--- src/rtl/clk_div_prog.sv ---
// Programmable clock divider with a 50% duty output for every ratio from 2 to 15.
// Ratio changes are taken through a one-deep pending register and applied only at period boundaries.
`timescale 1ns/1ps

module clk_div_prog #(
   parameter int unsigned DEFAULT_DIV = 4
) (
   input  logic       clk,
   input  logic       rst_n,
   input  logic       enable,
   input  logic       cfg_valid,
   input  logic [3:0] cfg_div,
   output logic       cfg_ready,
   output logic       cfg_err,
   output logic       clk_out,
   output logic       tick,
   output logic       running
);

   localparam logic [3:0] DIV_RST = 4'(DEFAULT_DIV);

   logic [3:0] div_act;
   logic [3:0] div_pend;
   logic       pend_vld;
   logic [3:0] cnt;
   logic       pos_q;
   logic       neg_q;

   logic       cfg_hs;
   logic       cfg_legal;
   logic       wrap;
   logic       apply;
   logic [3:0] div_nxt;
   logic [3:0] cnt_nxt;
   logic       run_nxt;

   // Next-state view of the counter; pos_q and tick are computed from it so they
   // line up with the edge that starts each period instead of lagging by a cycle.
   always_comb begin
      // NOTE: every always_comb output gets a default first so no path can infer a latch.
      run_nxt   = running;
      cnt_nxt   = cnt;
      cfg_hs    = cfg_valid & ~pend_vld;
      cfg_legal = (cfg_div >= 4'd2);
      wrap      = running && (cnt == (div_act - 4'd1));
      apply     = pend_vld && (wrap || !running);
      div_nxt   = apply ? div_pend : div_act;

      if (running) begin
         if (wrap) begin
            cnt_nxt = 4'd0;
            run_nxt = enable;
         end else begin
            cnt_nxt = cnt + 4'd1;
         end
      end else if (enable) begin
         run_nxt = 1'b1;
         cnt_nxt = 4'd0;
      end
   end

   // NOTE: asynchronous active-low reset; state registers use non-blocking assignments only.
   always_ff @(posedge clk or negedge rst_n) begin
      if (!rst_n) begin
         div_act  <= DIV_RST;
         div_pend <= DIV_RST;
         pend_vld <= 1'b0;
         cnt      <= 4'd0;
         running  <= 1'b0;
         pos_q    <= 1'b0;
         tick     <= 1'b0;
         cfg_err  <= 1'b0;
      end else begin
         div_act <= div_nxt;
         cnt     <= cnt_nxt;
         running <= run_nxt;

         // apply and a new handshake are mutually exclusive: one needs pend_vld set, the other clear
         if (apply) begin
            pend_vld <= 1'b0;
         end else if (cfg_hs && cfg_legal) begin
            pend_vld <= 1'b1;
            div_pend <= cfg_div;
         end

         cfg_err <= cfg_hs && !cfg_legal;
         pos_q   <= run_nxt && (cnt_nxt < (div_nxt >> 1));
         tick    <= run_nxt && (cnt_nxt == 4'd0);
      end
   end

   // Odd ratios stretch the high phase by half a cycle via a negedge copy of pos_q.
   always_ff @(negedge clk or negedge rst_n) begin
      if (!rst_n) begin
         neg_q <= 1'b0;
      end else begin
         neg_q <= div_act[0] & pos_q;
      end
   end

   assign clk_out   = pos_q | neg_q;
   assign cfg_ready = ~pend_vld;

endmodule

--- config.mk ---
export PLATFORM = sky130hd
export DESIGN_NAME = clk_div_prog
export DESIGN_NICKNAME = d
export VERILOG_FILES = /design/src/rtl/clk_div_prog.sv
export SDC_FILE = /design/constraint.sdc
export NUM_CORES = 1
export LEC_CHECK = 0
export CORE_MARGIN = 3
export CORE_UTILIZATION = 45
export CTS_BUF_LIST = sky130_fd_sc_hd__clkbuf_16
export CTS_CLUSTER_DIAMETER = 50
export CTS_CLUSTER_SIZE = 16
export DETAILED_ROUTE_END_ITERATION = 10
export DONT_BUFFER_PORTS = 1
export PLACE_DENSITY = 0.57
export SETUP_SLACK_MARGIN = 0.15
export SYNTH_ARGS = -nofsm -noshare
export SYNTH_HDL_FRONTEND = slang
export SYNTH_SLANG_ARGS = --single-unit
--- constraint.sdc ---
create_clock -name clk -period 5.55 [get_ports clk]
set_input_delay 0.555 -clock clk [delete_from_list [all_inputs] [get_ports clk]]
set_output_delay 0.555 -clock clk [all_outputs]
set_load 0.03 [all_outputs]
==> results of run 1 <==
[sequential cells by signal, indices dropped and copies added (netlist names)]
register,flops
cnt,4
div_act,4
div_pend,4
cfg_err,1
neg_q,1
pend_vld,1
pos_q,1
running,1
tick,1
[cell families after synthesis]
family / after synthesis
compound gates: 16
xor+xnor: 8
fa+ha+maj: 4
buf+inv: 7
flops: 18
mux: 4
simple gates: 23
[Yosys cell counts]
master                     count  area, um^2
sky130_fd_sc_hd__a21oi_1       1        5.00
sky130_fd_sc_hd__and2_1        2        12.5
sky130_fd_sc_hd__nor2_1        2        7.51
sky130_fd_sc_hd__o21ai_0       7        35.0
sky130_fd_sc_hd__dfrtp_1      15         375
sky130_fd_sc_hd__nand4b_1      1        8.76
sky130_fd_sc_hd__nor2b_1       1        6.26
sky130_fd_sc_hd__and2_0        1        6.26
sky130_fd_sc_hd__buf_4         1        7.51
sky130_fd_sc_hd__a22o_1        2        17.5
sky130_fd_sc_hd__nor3_2        1        10.0
sky130_fd_sc_hd__nand2_1       7        26.3
sky130_fd_sc_hd__o21a_1        1        7.51
sky130_fd_sc_hd__o21ai_4       1        16.3
sky130_fd_sc_hd__nor3b_2       1        12.5
sky130_fd_sc_hd__mux2i_1       2        20.0
sky130_fd_sc_hd__or2_2         1        6.26
sky130_fd_sc_hd__dfstp_2       2        52.6
sky130_fd_sc_hd__o31ai_1       1        7.51
sky130_fd_sc_hd__xnor2_1       7        61.3
sky130_fd_sc_hd__mux2_2        2        22.5
sky130_fd_sc_hd__o41ai_2       1        16.3
sky130_fd_sc_hd__inv_1         6        22.5
sky130_fd_sc_hd__xor2_1        1        8.76
sky130_fd_sc_hd__nand2_2       1        6.26
sky130_fd_sc_hd__nand3_1       1        5.00
sky130_fd_sc_hd__nor4b_1       1        8.76
sky130_fd_sc_hd__a221o_1       1        10.0
sky130_fd_sc_hd__o41a_1        1        11.3
sky130_fd_sc_hd__ha_1          4        50.1
sky130_fd_sc_hd__dfrtn_1       1        25.0
sky130_fd_sc_hd__nand2b_1      3        18.8
[path summary, 6_finish.rpt]
check,start,slack [ns],cells past startpoint,endpoint
hold / removal,rst_n,0.15,0,div_act[2]
min in group clk,cfg_div[3],0.37,1,cfg_err
hold reg to reg,div_pend[1],0.47,2,div_pend[1]
setup / recovery,neg_q,1.28,1,clk_out
setup reg to reg,div_act[0],2.08,1,neg_q
max in group asynchronous,rst_n,2.81,0,neg_q
[through the flow]
stage	instances	cell area, um^2
floorplan	80	907
global placement	104	931
detailed placement	104	931
CTS	109	1020
global route	109	1020
finish	109	1020
[power groups by stage]
stage	clock network [mW]	logic, mW	registers, mW
after CTS	0.145	0.376	0.268
final	0.142	0.371	0.266
after global routing	0.152	0.429	0.277
after global placement	0	0.367	0.268
after detailed placement	0	0.368	0.271
after floorplan	0	0.322	0.253
[final cells by class]
| class | count | area, um^2 |
|---|---|---|
| clock buffer | 3 | 75.1 |
| fill | 164 | 801 |
| sequential | 18 | 453 |
| inverter | 6 | 22.5 |
| timing repair buffer | 1 | 10.0 |
| tap | 25 | 31.3 |
| clock inverter | 1 | 3.75 |
| multi-input combinational | 55 | 424 |
[layout by cell type, fill, tap and decap left out, types with 2 or more instances in the layout]
cell	instances
sky130_fd_sc_hd__dfrtp_1	15
sky130_fd_sc_hd__inv_1	6
sky130_fd_sc_hd__dfstp_2	2
sky130_fd_sc_hd__a22o_1	2
sky130_fd_sc_hd__xnor2_1	7
sky130_fd_sc_hd__nand2b_1	3
sky130_fd_sc_hd__nor2_1	2
sky130_fd_sc_hd__and2_1	2
sky130_fd_sc_hd__mux2_2	2
sky130_fd_sc_hd__mux2i_1	2
sky130_fd_sc_hd__o21ai_0	7
sky130_fd_sc_hd__nand2_1	7
sky130_fd_sc_hd__clkbuf_16	3
sky130_fd_sc_hd__ha_1	4
[per-layer routing]
layer  global-route usage [%]  up-vias  routed length (um)
met2                     23.7       10                 729
met5                        0        -                   0
li1                         -      290                   -
met3                     2.92        2                  62
met4                     8.07        0                   8
met1                     20.6      269                 804
==> flow_summary.rst, run 1 <==
.. list-table::
   :header-rows: 1

   * - Metric
     - Value
   * - Latest clock arrival within the worst-skew pair
     - between 0.2 and 0.3 ns
   * - FP Rows
     - 15
   * - Switching component of the power
     - ~310 uW
   * - Vertical die dimension
     - 50.9 um
   * - Number of antenna-violating nets in the routed design
     - 0
   * - Wire length of the first global-routing pass
     - 2950 um
   * - Syn-to-layout area delta
     - 12.4%
   * - Sequential cell area fraction in the yosys report
     - ~50%
   * - Crit path max-delay family
     - simple AND/OR/NAND/NOR gates
   * - Average footprint of a synthesized cell
     - around 11 um^2
   * - Port Buffers
     - 0
   * - Startpoint-to-endpoint class of the critical path
     - reg2out
   * - Final slew viol count
     - 0
   * - Residual DRC count
     - 0
   * - Share of synthesized area spent on multiplexers
     - about 4.7%
   * - Placer congestion estimate
     - between 0.7 and 0.8
   * - Share of layout cells above drive strength 1
     - 15.5%
   * - Type of element launching the critical path
     - flop
   * - Number of buffers added to fix hold violations after cts
     - 1
   * - Total via count in the routed design
     - 571
   * - Die outline area
     - between 2000 and 3000 um^2
   * - Crit-path slowest cell
     - sky130_fd_sc_hd__or2_2
   * - Status
     - complete, no violations
   * - Maximum cell stage delay along the critical path
     - approximately 0.36 ns
   * - Hold crit path type
     - in2async
   * - Synth Area in Compound Gates
     - between 10 and 15%
   * - Clock buffer count from CTS
     - 3
   * - Number of antenna violations at the first check in global routing
     - 0
   * - Post-Place Worst Slack
     - between 1.5 and 2 ns
   * - CORE AREA
     - ~1800 um^2
   * - Via count of the first global-routing pass
     - ~640
   * - CTS tree
     - done
   * - GR Overflow Total
     - 0
   * - Number of placed I/O pins
     - 13
   * - Overall die width
     - about 51 um
   * - Clock root buffer
     - sky130_fd_sc_hd__clkbuf_16
   * - Fraction of synthesized cell area in xor and xnor cells
     - between 7 and 8%
   * - Initial core utilization
     - between 40% and 50%
   * - Hpwl dp
     - 1220 um
   * - Core occupancy in the finished layout
     - a little under three fifths
   * - Leak pwr
     - 0.452 nW
   * - Number of detailed-routing iterations run before antenna repair
     - 4
   * - Count of clock tree sinks
     - 18
   * - Number of buffers added for setup after CTS
     - 0
   * - WHS
     - 0.148 ns
   * - Maximum VDD drop
     - between 0.0003 and 0.0004 V
   * - Number of endpoints with negative hold slack in the final report
     - 0
   * - Antenna fix cells
     - 0
   * - Endpoints failing setup
     - 0
   * - Wire length per cell
     - 14.7 um
   * - Capturing element type of the critical path
     - primary output
   * - # H-tree levels
     - 1
   * - Endpoint required time on the critical path
     - between 4 and 5 ns
   * - Number of instances in the synthesized netlist
     - 80
   * - Wirelength, routed
     - roughly 1600 um
   * - Portion of total power attributed to sequential cells
     - 34.1%
   * - Area fraction in and, or, nand and nor cells after synthesis
     - between 10% and 20%
   * - Buffers & Inverters on Critical Path
     - 0
   * - Overall power after layout
     - roughly 780 uW
   * - Sum of negative setup slack
     - 0 ns
   * - Nets in the synthesized netlist
     - around 90
   * - Headroom to the max-slew limit
     - about a quarter
   * - Pwr/cell area
     - between 700 and 800 nW/um^2
   * - Switch share
     - around two fifths
   * - Post-layout nets
     - between 90 and 100
   * - Count of yosys warnings during synthesis
     - 0
   * - Pin count of the biggest net entering global routing
     - 16
   * - Library cells used by synthesis
     - 32
   * - Number of gates resized after cts
     - 0
   * - GR Util All Layers
     - roughly 15%
   * - Slew @ Worst Pin
     - 1.09 ns
   * - PnR worst setup slack
     - around 1.3 ns
   * - Internal
     - about 460 uW
   * - Worst EP arrival
     - between 3 and 4 ns
   * - Largest family of logic cells by synthesized area
     - simple AND/OR/NAND/NOR gates
   * - Clock transition at path regs
     - about 0.050 ns
   * - Netlist area before placement
     - ~910 um^2
   * - Fraction of the mapped netlist area in adder cells
     - 5.52%
   * - Combinational group share of total power
     - a little under half
   * - Ordered list of cells on the worst path
     - or2_2
   * - Starting DRC count in detailed routing
     - 2
   * - Largest fanout on the critical path
     - 1
   * - RSZ-0062 raised after global routing
     - no
   * - Fraction of power consumed by the clock network
     - between 15 and 20%
   * - Max-cap violations
     - 0
   * - Number of vias per cell after detailed routing
     - about 5.2
   * - Longest Clk Path Bufs
     - 2
   * - Yosys reg bits
     - 18
   * - Final setup skew
     - 0.0314 ns
Power figures use the tool's default switching activity.
==> run 2, diff against run 1 <==
--- a/config.mk
+++ b/config.mk
@@ -12,7 +12,7 @@
 export CTS_CLUSTER_SIZE = 16
 export DETAILED_ROUTE_END_ITERATION = 10
 export DONT_BUFFER_PORTS = 1
-export PLACE_DENSITY = 0.57
+export PLACE_DENSITY = 0.59
 export SETUP_SLACK_MARGIN = 0.15
 export SYNTH_ARGS = -nofsm -noshare
 export SYNTH_HDL_FRONTEND = slang
==> constraint.sdc (replaced) <==
create_clock -name clk -period 3.7 [get_ports clk]
set_input_delay 0.37 -clock clk [delete_from_list [all_inputs] [get_ports clk]]
set_output_delay 0.37 -clock clk [all_outputs]
set_load 0.03 [all_outputs]
==> flow_summary.rst, run 2 (same netlist as run 1, synthesis figures left out) <==
.. list-table::
   :header-rows: 1

   * - Metric
     - Value
   * - Status
     - complete, no violations
   * - Share of layout cells above drive strength 1
     - between 10% and 20%
   * - Via count of the first global-routing pass
     - approximately 630
   * - Ordered list of cells on the worst path
     - or2_2
   * - Number of gates resized after cts
     - 0
   * - Overall die width
     - 50.9 um
   * - Number of placed I/O pins
     - 13
   * - Syn-to-layout area delta
     - 13.2%
   * - FP Rows
     - 15
   * - Clock root buffer
     - sky130_fd_sc_hd__clkbuf_16
   * - Die outline area
     - ~2600 um^2
   * - Slew @ Worst Pin
     - between 0.7 and 0.8 ns
   * - Most frequent cells in the layout
     - 15 x sky130_fd_sc_hd__dfrtp_1, 7 x sky130_fd_sc_hd__inv_1, 7 x sky130_fd_sc_hd__xnor2_1, 7 x sky130_fd_sc_hd__o21ai_0, 7 x sky130_fd_sc_hd__nand2_1
   * - Clock buffer count from CTS
     - 3
   * - Most common cell after layout, fill and taps aside
     - sky130_fd_sc_hd__dfrtp_1
   * - Number of vias per cell after detailed routing
     - approximately 5.4
   * - Max-cap violations
     - 0
   * - Final setup skew
     - 0.0307 ns
   * - Largest fanout on the critical path
     - 1
   * - Crit-path slowest cell
     - sky130_fd_sc_hd__or2_2
   * - Startpoint-to-endpoint class of the critical path
     - reg2out
   * - Count of clock tree sinks
     - 18
   * - Largest registers ranked by flip-flop count
     - cnt x4, div_act x4, div_pend x4
   * - Worst EP arrival
     - around 2.8 ns
   * - GR Overflow Total
     - 0
   * - Crit path max-delay family
     - simple AND/OR/NAND/NOR gates
   * - Wire length of the first global-routing pass
     - a little under 3000 um
   * - Vertical die dimension
     - roughly 51 um
   * - Buffers & Inverters on Critical Path
     - 0
   * - Port Buffers
     - 0
   * - PnR worst setup slack
     - about 0.53 ns
   * - CTS tree
     - done
   * - Starting DRC count in detailed routing
     - 10
   * - Longest Clk Path Bufs
     - 2
   * - GR Util All Layers
     - approximately 16%
   * - Number of antenna violations at the first check in global routing
     - 0
   * - Number of endpoints with negative hold slack in the final report
     - 0
   * - Number of detailed-routing iterations run before antenna repair
     - 4
   * - Wire length per cell
     - 16.1 um
   * - Wirelength, routed
     - around 1800 um
   * - # H-tree levels
     - 1
   * - Final slew viol count
     - 0
   * - Capturing element type of the critical path
     - primary output
   * - Total via count in the routed design
     - just under 600
   * - Clock transition at path regs
     - around 0.050 ns
   * - Sum of negative setup slack
     - 0 ns
   * - RSZ-0062 raised after global routing
     - no
   * - Post-layout nets
     - slightly below 100
   * - Antenna fix cells
     - 0
   * - Maximum cell stage delay along the critical path
     - 0.36 ns
   * - Headroom to the max-slew limit
     - about half
   * - Initial core utilization
     - 49.8%
   * - CORE AREA
     - around 1800 um^2
   * - Latest clock arrival within the worst-skew pair
     - approximately 0.28 ns
   * - Residual DRC count
     - 0
   * - Post-Place Worst Slack
     - a little over 0.8 ns
   * - Hold crit path type
     - in2reg
   * - Endpoints failing setup
     - 0
   * - Type of element launching the critical path
     - flop
   * - Number of buffers added for setup after CTS
     - 0
   * - Placer congestion estimate
     - 0.738
   * - Number of antenna-violating nets in the routed design
     - 0
   * - Hpwl dp
     - between 1000 and 1500 um
   * - Pin count of the biggest net entering global routing
     - 18
   * - Endpoint required time on the critical path
     - ~3.3 ns
==> run 2: metrics by stage <==
stage | cell area, um^2 | utilization, % | hold WS (ns) | std cells
after floorplan | 907 | - | 0.0744 | 80
after global placement | 938 | 51.5 | 0.0749 | 105
after detailed placement | 938 | 51.5 | 0.0749 | 105
after CTS | 1030 | 56.4 | 0.184 | 110
after global routing | 1030 | 56.4 | 0.181 | 110
final | 1030 | 56.4 | 0.189 | 110
==> run 2: layout make-up <==
type,instances,area [um^2]
Clock buffer,3,75.1
Clock inverter,1,3.75
Fill cell,170,793
Inverter,6,22.5
Multi-Input combinational cell,55,424
Sequential cell,18,453
Tap cell,25,31.3
Timing Repair Buffer,2,17.5
==> run 2: final timing paths <==
check,startpoint,endpoint,slack [ns],cells after the start
hold reg to reg,div_pend[1],div_pend[1],0.47,2
min in group asynchronous,rst_n,div_pend[0],0.63,1
max in group asynchronous,rst_n,neg_q,2.08,0
setup / recovery,neg_q,clk_out,0.53,1
hold / removal,cfg_div[3],cfg_err,0.19,1
setup reg to reg,div_act[0],pos_q,1.07,10
==> run 2: routing by layer <==
layer,track usage [%],part of all wire [%],wire length [um],vias to the layer above
li1,-,-,-,286
met1,19.5,46,814,294
met2,25.7,48,853,11
met3,6.41,4.6,81,5
met4,5.38,1.2,22,0
met5,0,0,0,-
==> run 2: what timing repair did <==
item / 4_1_cts / 5_1_grt
endpoints found under the hold margin: 17 / 0
endpoints found under the setup margin: 0 / 0
hold buffers: 1 / 0
Power of run 2 is not shown: default switching activity piles up to over one toggle a cycle in this logic, so the estimate is an artifact.
